File: src/rtl/mem_arbiter_if.sv
// Bus bundle between two rcpu-style masters, the arbiter and the shared memory port.
// slave = arbiter side, master = the agent driving the requests and the memory responses.
interface mem_arbiter_if #(
   parameter int M = 16,
   parameter int N = 32
);
   logic [N-1:0] p0_addr, p1_addr;
   logic [M-1:0] p0_wdata, p1_wdata;
   logic         p0_re, p0_we, p1_re, p1_we;
   logic         p0_ready, p1_ready, p0_err, p1_err;
   logic [M-1:0] rdata;
   logic [N-1:0] mem_addr;
   logic [M-1:0] mem_wdata;
   logic         mem_re, mem_we;
   logic [M-1:0] mem_rdata;
   logic         mem_ready;
   logic         grant, busy;

   modport slave (
      input  p0_addr, p1_addr, p0_wdata, p1_wdata, p0_re, p0_we, p1_re, p1_we,
      input  mem_rdata, mem_ready,
      output p0_ready, p1_ready, p0_err, p1_err, rdata,
      output mem_addr, mem_wdata, mem_re, mem_we, grant, busy
   );

   modport master (
      output p0_addr, p1_addr, p0_wdata, p1_wdata, p0_re, p0_we, p1_re, p1_we,
      output mem_rdata, mem_ready,
      input  p0_ready, p1_ready, p0_err, p1_err, rdata,
      input  mem_addr, mem_wdata, mem_re, mem_we, grant, busy
   );
endinterface

File: src/rtl/mem_arbiter.sv
// Two-master arbiter for a single memory port: one transaction per grant, round-robin or
// fixed priority, with a watchdog that completes a stalled access with an error flag.
module mem_arbiter #(
   parameter int M         = 16,
   parameter int N         = 32,
   parameter int FIXED_PRI = 0,
   parameter int TIMEOUT   = 255
) (
   input logic          clk,
   input logic          rst,
   mem_arbiter_if.slave bus
);
   localparam logic [1:0]  IDLE = 2'd0;
   localparam logic [1:0]  BUSY = 2'd1;
   localparam logic [1:0]  DONE = 2'd2;
   localparam logic [15:0] WDOG_LIM = (TIMEOUT == 0) ? 16'd0 : 16'(TIMEOUT - 1);

   logic [1:0]  state;
   logic        grant, last;
   logic [15:0] wdog;
   logic        req0, req1, gReq, inBusy, abort, winner;

   always_comb begin
      req0   = bus.p0_re | bus.p0_we;
      req1   = bus.p1_re | bus.p1_we;
      gReq   = grant ? req1 : req0;
      inBusy = (state == BUSY);
      // abandon takes precedence: the watchdog only fires while the master still asks
      abort  = inBusy && !bus.mem_ready && gReq && (TIMEOUT != 0) && (wdog == WDOG_LIM);
      winner = (req0 && req1) ? ((FIXED_PRI != 0) ? 1'b0 : ~last) : req1;
   end

   assign bus.busy      = inBusy;
   assign bus.grant     = grant;
   assign bus.mem_re    = inBusy & (grant ? bus.p1_re : bus.p0_re);
   assign bus.mem_we    = inBusy & (grant ? bus.p1_we : bus.p0_we);
   assign bus.mem_addr  = inBusy ? (grant ? bus.p1_addr : bus.p0_addr) : '0;
   assign bus.mem_wdata = inBusy ? (grant ? bus.p1_wdata : bus.p0_wdata) : '0;
   assign bus.rdata     = inBusy ? bus.mem_rdata : '0;
   assign bus.p0_ready  = inBusy & ~grant & (bus.mem_ready | abort);
   assign bus.p1_ready  = inBusy &  grant & (bus.mem_ready | abort);
   assign bus.p0_err    = ~grant & abort;
   assign bus.p1_err    =  grant & abort;

   always_ff @(posedge clk or negedge rst) begin
      if (!rst) begin
         state <= IDLE;
         grant <= 1'b0;
         last  <= 1'b1;
         wdog  <= '0;
      end else begin
         case (state)
            IDLE: if (req0 || req1) begin
               grant <= winner;
               wdog  <= '0;
               state <= BUSY;
            end
            BUSY: if (bus.mem_ready || abort) begin
               last  <= grant;
               state <= DONE;
            end else if (!gReq) begin
               last  <= grant;
               state <= IDLE;
            end else if (wdog != 16'hFFFF) begin
               wdog <= wdog + 16'd1;
            end
            DONE:    state <= IDLE;
            default: state <= IDLE;
         endcase
      end
   end
endmodule

File: src/flat_wrapper.sv
// flat-port wrapper written by rule: the top's interface ports become plain ports
module mem_arbiter_flat 
#(
   parameter int M         = 16,
   parameter int N         = 32,
   parameter int FIXED_PRI = 0,
   parameter int TIMEOUT   = 255
)
  (clk, rst, bus_p0_addr, bus_p1_addr, bus_p0_wdata, bus_p1_wdata, bus_p0_re, bus_p0_we, bus_p1_re, bus_p1_we, bus_mem_rdata, bus_mem_ready, bus_p0_ready, bus_p1_ready, bus_p0_err, bus_p1_err, bus_rdata, bus_mem_addr, bus_mem_wdata, bus_mem_re, bus_mem_we, bus_grant, bus_busy);
  mem_arbiter_if #(.M(M), .N(N)) bus_i ();
  input logic clk;
  input logic rst;
  input wire logic [$bits(bus_i.p0_addr)-1:0] bus_p0_addr;
  input wire logic [$bits(bus_i.p1_addr)-1:0] bus_p1_addr;
  input wire logic [$bits(bus_i.p0_wdata)-1:0] bus_p0_wdata;
  input wire logic [$bits(bus_i.p1_wdata)-1:0] bus_p1_wdata;
  input wire logic [$bits(bus_i.p0_re)-1:0] bus_p0_re;
  input wire logic [$bits(bus_i.p0_we)-1:0] bus_p0_we;
  input wire logic [$bits(bus_i.p1_re)-1:0] bus_p1_re;
  input wire logic [$bits(bus_i.p1_we)-1:0] bus_p1_we;
  input wire logic [$bits(bus_i.mem_rdata)-1:0] bus_mem_rdata;
  input wire logic [$bits(bus_i.mem_ready)-1:0] bus_mem_ready;
  output wire logic [$bits(bus_i.p0_ready)-1:0] bus_p0_ready;
  output wire logic [$bits(bus_i.p1_ready)-1:0] bus_p1_ready;
  output wire logic [$bits(bus_i.p0_err)-1:0] bus_p0_err;
  output wire logic [$bits(bus_i.p1_err)-1:0] bus_p1_err;
  output wire logic [$bits(bus_i.rdata)-1:0] bus_rdata;
  output wire logic [$bits(bus_i.mem_addr)-1:0] bus_mem_addr;
  output wire logic [$bits(bus_i.mem_wdata)-1:0] bus_mem_wdata;
  output wire logic [$bits(bus_i.mem_re)-1:0] bus_mem_re;
  output wire logic [$bits(bus_i.mem_we)-1:0] bus_mem_we;
  output wire logic [$bits(bus_i.grant)-1:0] bus_grant;
  output wire logic [$bits(bus_i.busy)-1:0] bus_busy;
  assign bus_i.p0_addr = bus_p0_addr;
  assign bus_i.p1_addr = bus_p1_addr;
  assign bus_i.p0_wdata = bus_p0_wdata;
  assign bus_i.p1_wdata = bus_p1_wdata;
  assign bus_i.p0_re = bus_p0_re;
  assign bus_i.p0_we = bus_p0_we;
  assign bus_i.p1_re = bus_p1_re;
  assign bus_i.p1_we = bus_p1_we;
  assign bus_i.mem_rdata = bus_mem_rdata;
  assign bus_i.mem_ready = bus_mem_ready;
  assign bus_p0_ready = bus_i.p0_ready;
  assign bus_p1_ready = bus_i.p1_ready;
  assign bus_p0_err = bus_i.p0_err;
  assign bus_p1_err = bus_i.p1_err;
  assign bus_rdata = bus_i.rdata;
  assign bus_mem_addr = bus_i.mem_addr;
  assign bus_mem_wdata = bus_i.mem_wdata;
  assign bus_mem_re = bus_i.mem_re;
  assign bus_mem_we = bus_i.mem_we;
  assign bus_grant = bus_i.grant;
  assign bus_busy = bus_i.busy;
  mem_arbiter #(.M(M), .N(N), .FIXED_PRI(FIXED_PRI), .TIMEOUT(TIMEOUT)) u_core (.clk(clk), .rst(rst), .bus(bus_i));
endmodule
File: config.mk
export PLATFORM = sky130hd
export DESIGN_NAME = mem_arbiter_flat
export DESIGN_NICKNAME = d
export VERILOG_FILES = /design/src/rtl/mem_arbiter_if.sv /design/src/rtl/mem_arbiter.sv /design/src/flat_wrapper.sv
export SDC_FILE = /design/constraint.sdc
export NUM_CORES = 1
export LEC_CHECK = 0
export CORE_MARGIN = 2
export CORE_UTILIZATION = 32
export DETAILED_ROUTE_END_ITERATION = 7
export MAX_ROUTING_LAYER = met4
export PLACE_DENSITY = 0.87
export SETUP_SLACK_MARGIN = 0.15
export SLEW_MARGIN = 10
export SYNTH_ARGS = -nofsm -noshare
export SYNTH_HDL_FRONTEND = slang
export SYNTH_SLANG_ARGS = --single-unit
File: constraint.sdc
create_clock -name clk -period 2.45 [get_ports clk]
set_input_delay 0.49 -clock clk [delete_from_list [all_inputs] [get_ports clk]]
set_output_delay 0.49 -clock clk [all_outputs]
set_load 0.05 [all_outputs]
==> results of run 1 <==
==> worst max-delay path by stage <==
stage | cells after the start | start | endpoint
floorplan | 5 | bus_mem_ready | bus_p0_ready
CTS | 7 | u_core.wdog[0]$_DFFE_PN0P_ | bus_p1_err
global route | 7 | u_core.wdog[0]$_DFFE_PN0P_ | bus_p1_err
finish | 5 | u_core.wdog[8]$_DFFE_PN0P_ | bus_p1_err
global placement | 6 | bus_mem_ready | bus_p0_ready
detailed placement | 6 | bus_mem_ready | bus_p0_ready
==> cell type report <==
class	count	share of cell area
Multi-Input combinational cell	218	0.343
Clock buffer	4	0.0101
Inverter	6	0.00415
Tap cell	77	0.0177
Sequential cell	20	0.0926
Timing Repair Buffer	222	0.532
==> critical path: stages (launching register included) <==
cell and delay [ns]:
dfrtp_1 0.42, or4bb_4 0.55, nor4_4 0.38, buf_4 0.21
and3_4 0.20, buf_12 0.14
==> synth_stat cells (all sizes together) <==
cell,n
clkbuf,7
a211o,4
inv,6
nand2b,3
ha,2
a21oi,2
or3b,1
or4b,1
o311a,1
nand4,7
nor3,8
nor4,4
or3,2
dfrtp,19
mux2,1
or2,1
or4bb,1
a22o,1
o31ai,5
or4,2
nand2,10
nor2,58
nand3,2
o311ai,1
a221o,1
o21a,2
and3,6
a2bb2oi,1
o21ai,10
a21o,1
mux2i,50
nor2b,2
and4,2
dfstp,1
o22ai,1
buf,13
o22a,7
and2,17
==> what timing repair did <==
| item | CTS | global route |
|---|---|---|
| endpoints found under the setup margin | 63 | 22 |
| gates resized for setup | 12 | 5 |
| gates cloned | 1 | 0 |
| pin swaps | 4 | 4 |
| setup buffers | 2 | 0 |
==> power breakdown <==
group	internal, mW	switching, mW	leakage, nW
Sequential	0.397	0.0753	0.268
Combinational	2.70	3.34	2.00
Clock	0.143	0.115	0.0288
==> state kept, by name, summed over array words and instances, names as in the netlist <==
register and cells:
u_core.wdog 16, u_core.state 2, u_core.last 1, u_core.bus.grant 1
==> cells by family after synthesis <==
kind of cell    after synthesis
compound gates               37
fa+ha+maj                     2
buf+inv                      26
flops                        20
mux                          51
simple gates                127
==> metrics by stage <==
| stage | setup slack [ns] | hold slack, ns |
|---|---|---|
| floorplan | 0.00143 | 0.194 |
| global route | -0.227 | 0.600 |
| CTS | -0.198 | 0.562 |
| global placement | -0.317 | 0.506 |
| finish | -0.205 | 0.583 |
| detailed placement | -0.387 | 0.541 |
==> per-layer routing <==
layer,track usage,vias up
li1,-,1360
met4,0.131,0
met5,-,-
met3,0.0486,63
met1,0.305,1403
met2,0.603,218
==> results.tsv, run 1 <==
metric	value	unit
syn-cell-area	2090	um^2
utilization	0.855	
drive_above_1_share	0.381	
die_area	7210	um^2
die_w	84.9	um
finalHoldViolCount	0	
routed-wl-met3	853	um
clock_path_buffers	2	
ff2ff_setup_slack	0.11	ns
gp_congestion	0.871	
final_nets	592	
final_cell_mix	clkdlybuf4s50_1, buf_12, mux2i_1	
met1Wirelength	3520	um
drtIter0Drc	136	
crit_arrival	2.17	ns
wl_per_cell	20.5	um
worst_slew_pin_slew	0.617	ns
seq_area_frac_synth	0.240	
synth_nets	384	
synth_top_family_by_area	simple AND/OR/NAND/NOR gates	
max_cap_viol_count	0	
vias	3044	
drv_slew	0	
gr-total-overflow	0	
synth-xor-area-share	0	
place_hpwl	8650	um
fillers	299	
cts-htree-levels	1	
rows	29	
first_global_vias	3349	
cts_tree	built	
synth-seq-cells	20	
syn_to_final_growth	159	%
design_area	5430	um^2
grt_use_total	0.312	
rr_endpoint	u_core.wdog[9]$_DFFE_PN0P_	
finalPower	6.77	mW
grt_max_degree	58	
hold_depth	1	
synth_compound_area_frac	0.131	
syn_avg_cell_area	7.96	um^2
synth_cells	263	
cts.sinks	20	
port_buffers	190	
initial_utilization	0.330	
r2r_start	u_core.wdog[8]$_DFFE_PN0P_	
yosys_warnings	0	
regArea	503	um^2
final_cell_count_no_fill	547	
wl	11200	um
cp-end-kind	primary output	
synth_top_area_cell	mux2i_1	
rsz0062_at_grt	yes	
setup_tns	-0.688	ns
antenna_found_initial	0	
hold_class	register to register	
drt_first_pass_iters	5	
fmax	377	MHz
hp-start	u_core.wdog[5]$_DFFE_PN0P_	
drc	0	
clk_latency	0.26	ns
numCtsBuffers	3	
coreArea	6350	um^2
status	complete, but fails checks	
muxShareOfSynthArea	0.244	
power.density	1250	nW/um^2
synth_cell_types	43	
min_period	2.66	ns
ys_top_cells_by_area	mux2i_1, dfrtp_1, nor2_1	
die_y	84.9	um
synth-simple-area-share	0.311	
ctsHoldBuffers	0	
crit_required	1.96	ns
clk_pin_slew	0.08	ns
ir_drop	0.00124	V
multiInputGateArea	1860	um^2
crit_type	register to primary output	
violations	setup timing	
clockRootBuffer	clkbuf_8	
worst_setup_path_start_kind	register	
slew_headroom	0.587	
placed_area	5300	um^2
finClkSkew	0.00111	ns
setup_ws	-0.205	ns
final_common_cell	clkdlybuf4s50_1	
io_pins	191	
hold_end	u_core.wdog[5]$_DFFE_PN0P_	
placed_cells	540	
antennaDiodeCount	0	
reg2regPathDepth	7	
ant_nets	0	
period_share	1.08	
critPathMaxFanout	4	
met2_length	6210	um
via_per_inst	5.56	
finalSetupViolCount	4	
synth_fa_ha_area_frac	0.0119	
grt_pass1_wl	17400	um
netlist.area_leader.share	0.239	
leakagePower	2.30	nW
topRoutingLayerUsed	met4	
Note: power is estimated with default switching activity, not from simulation.
==> run 2: changes to the inputs <==
- SLEW_MARGIN: 10 -> unset
==> results of run 2 <==
No change in the layout: final DEF, timing and power equal those of run 1.
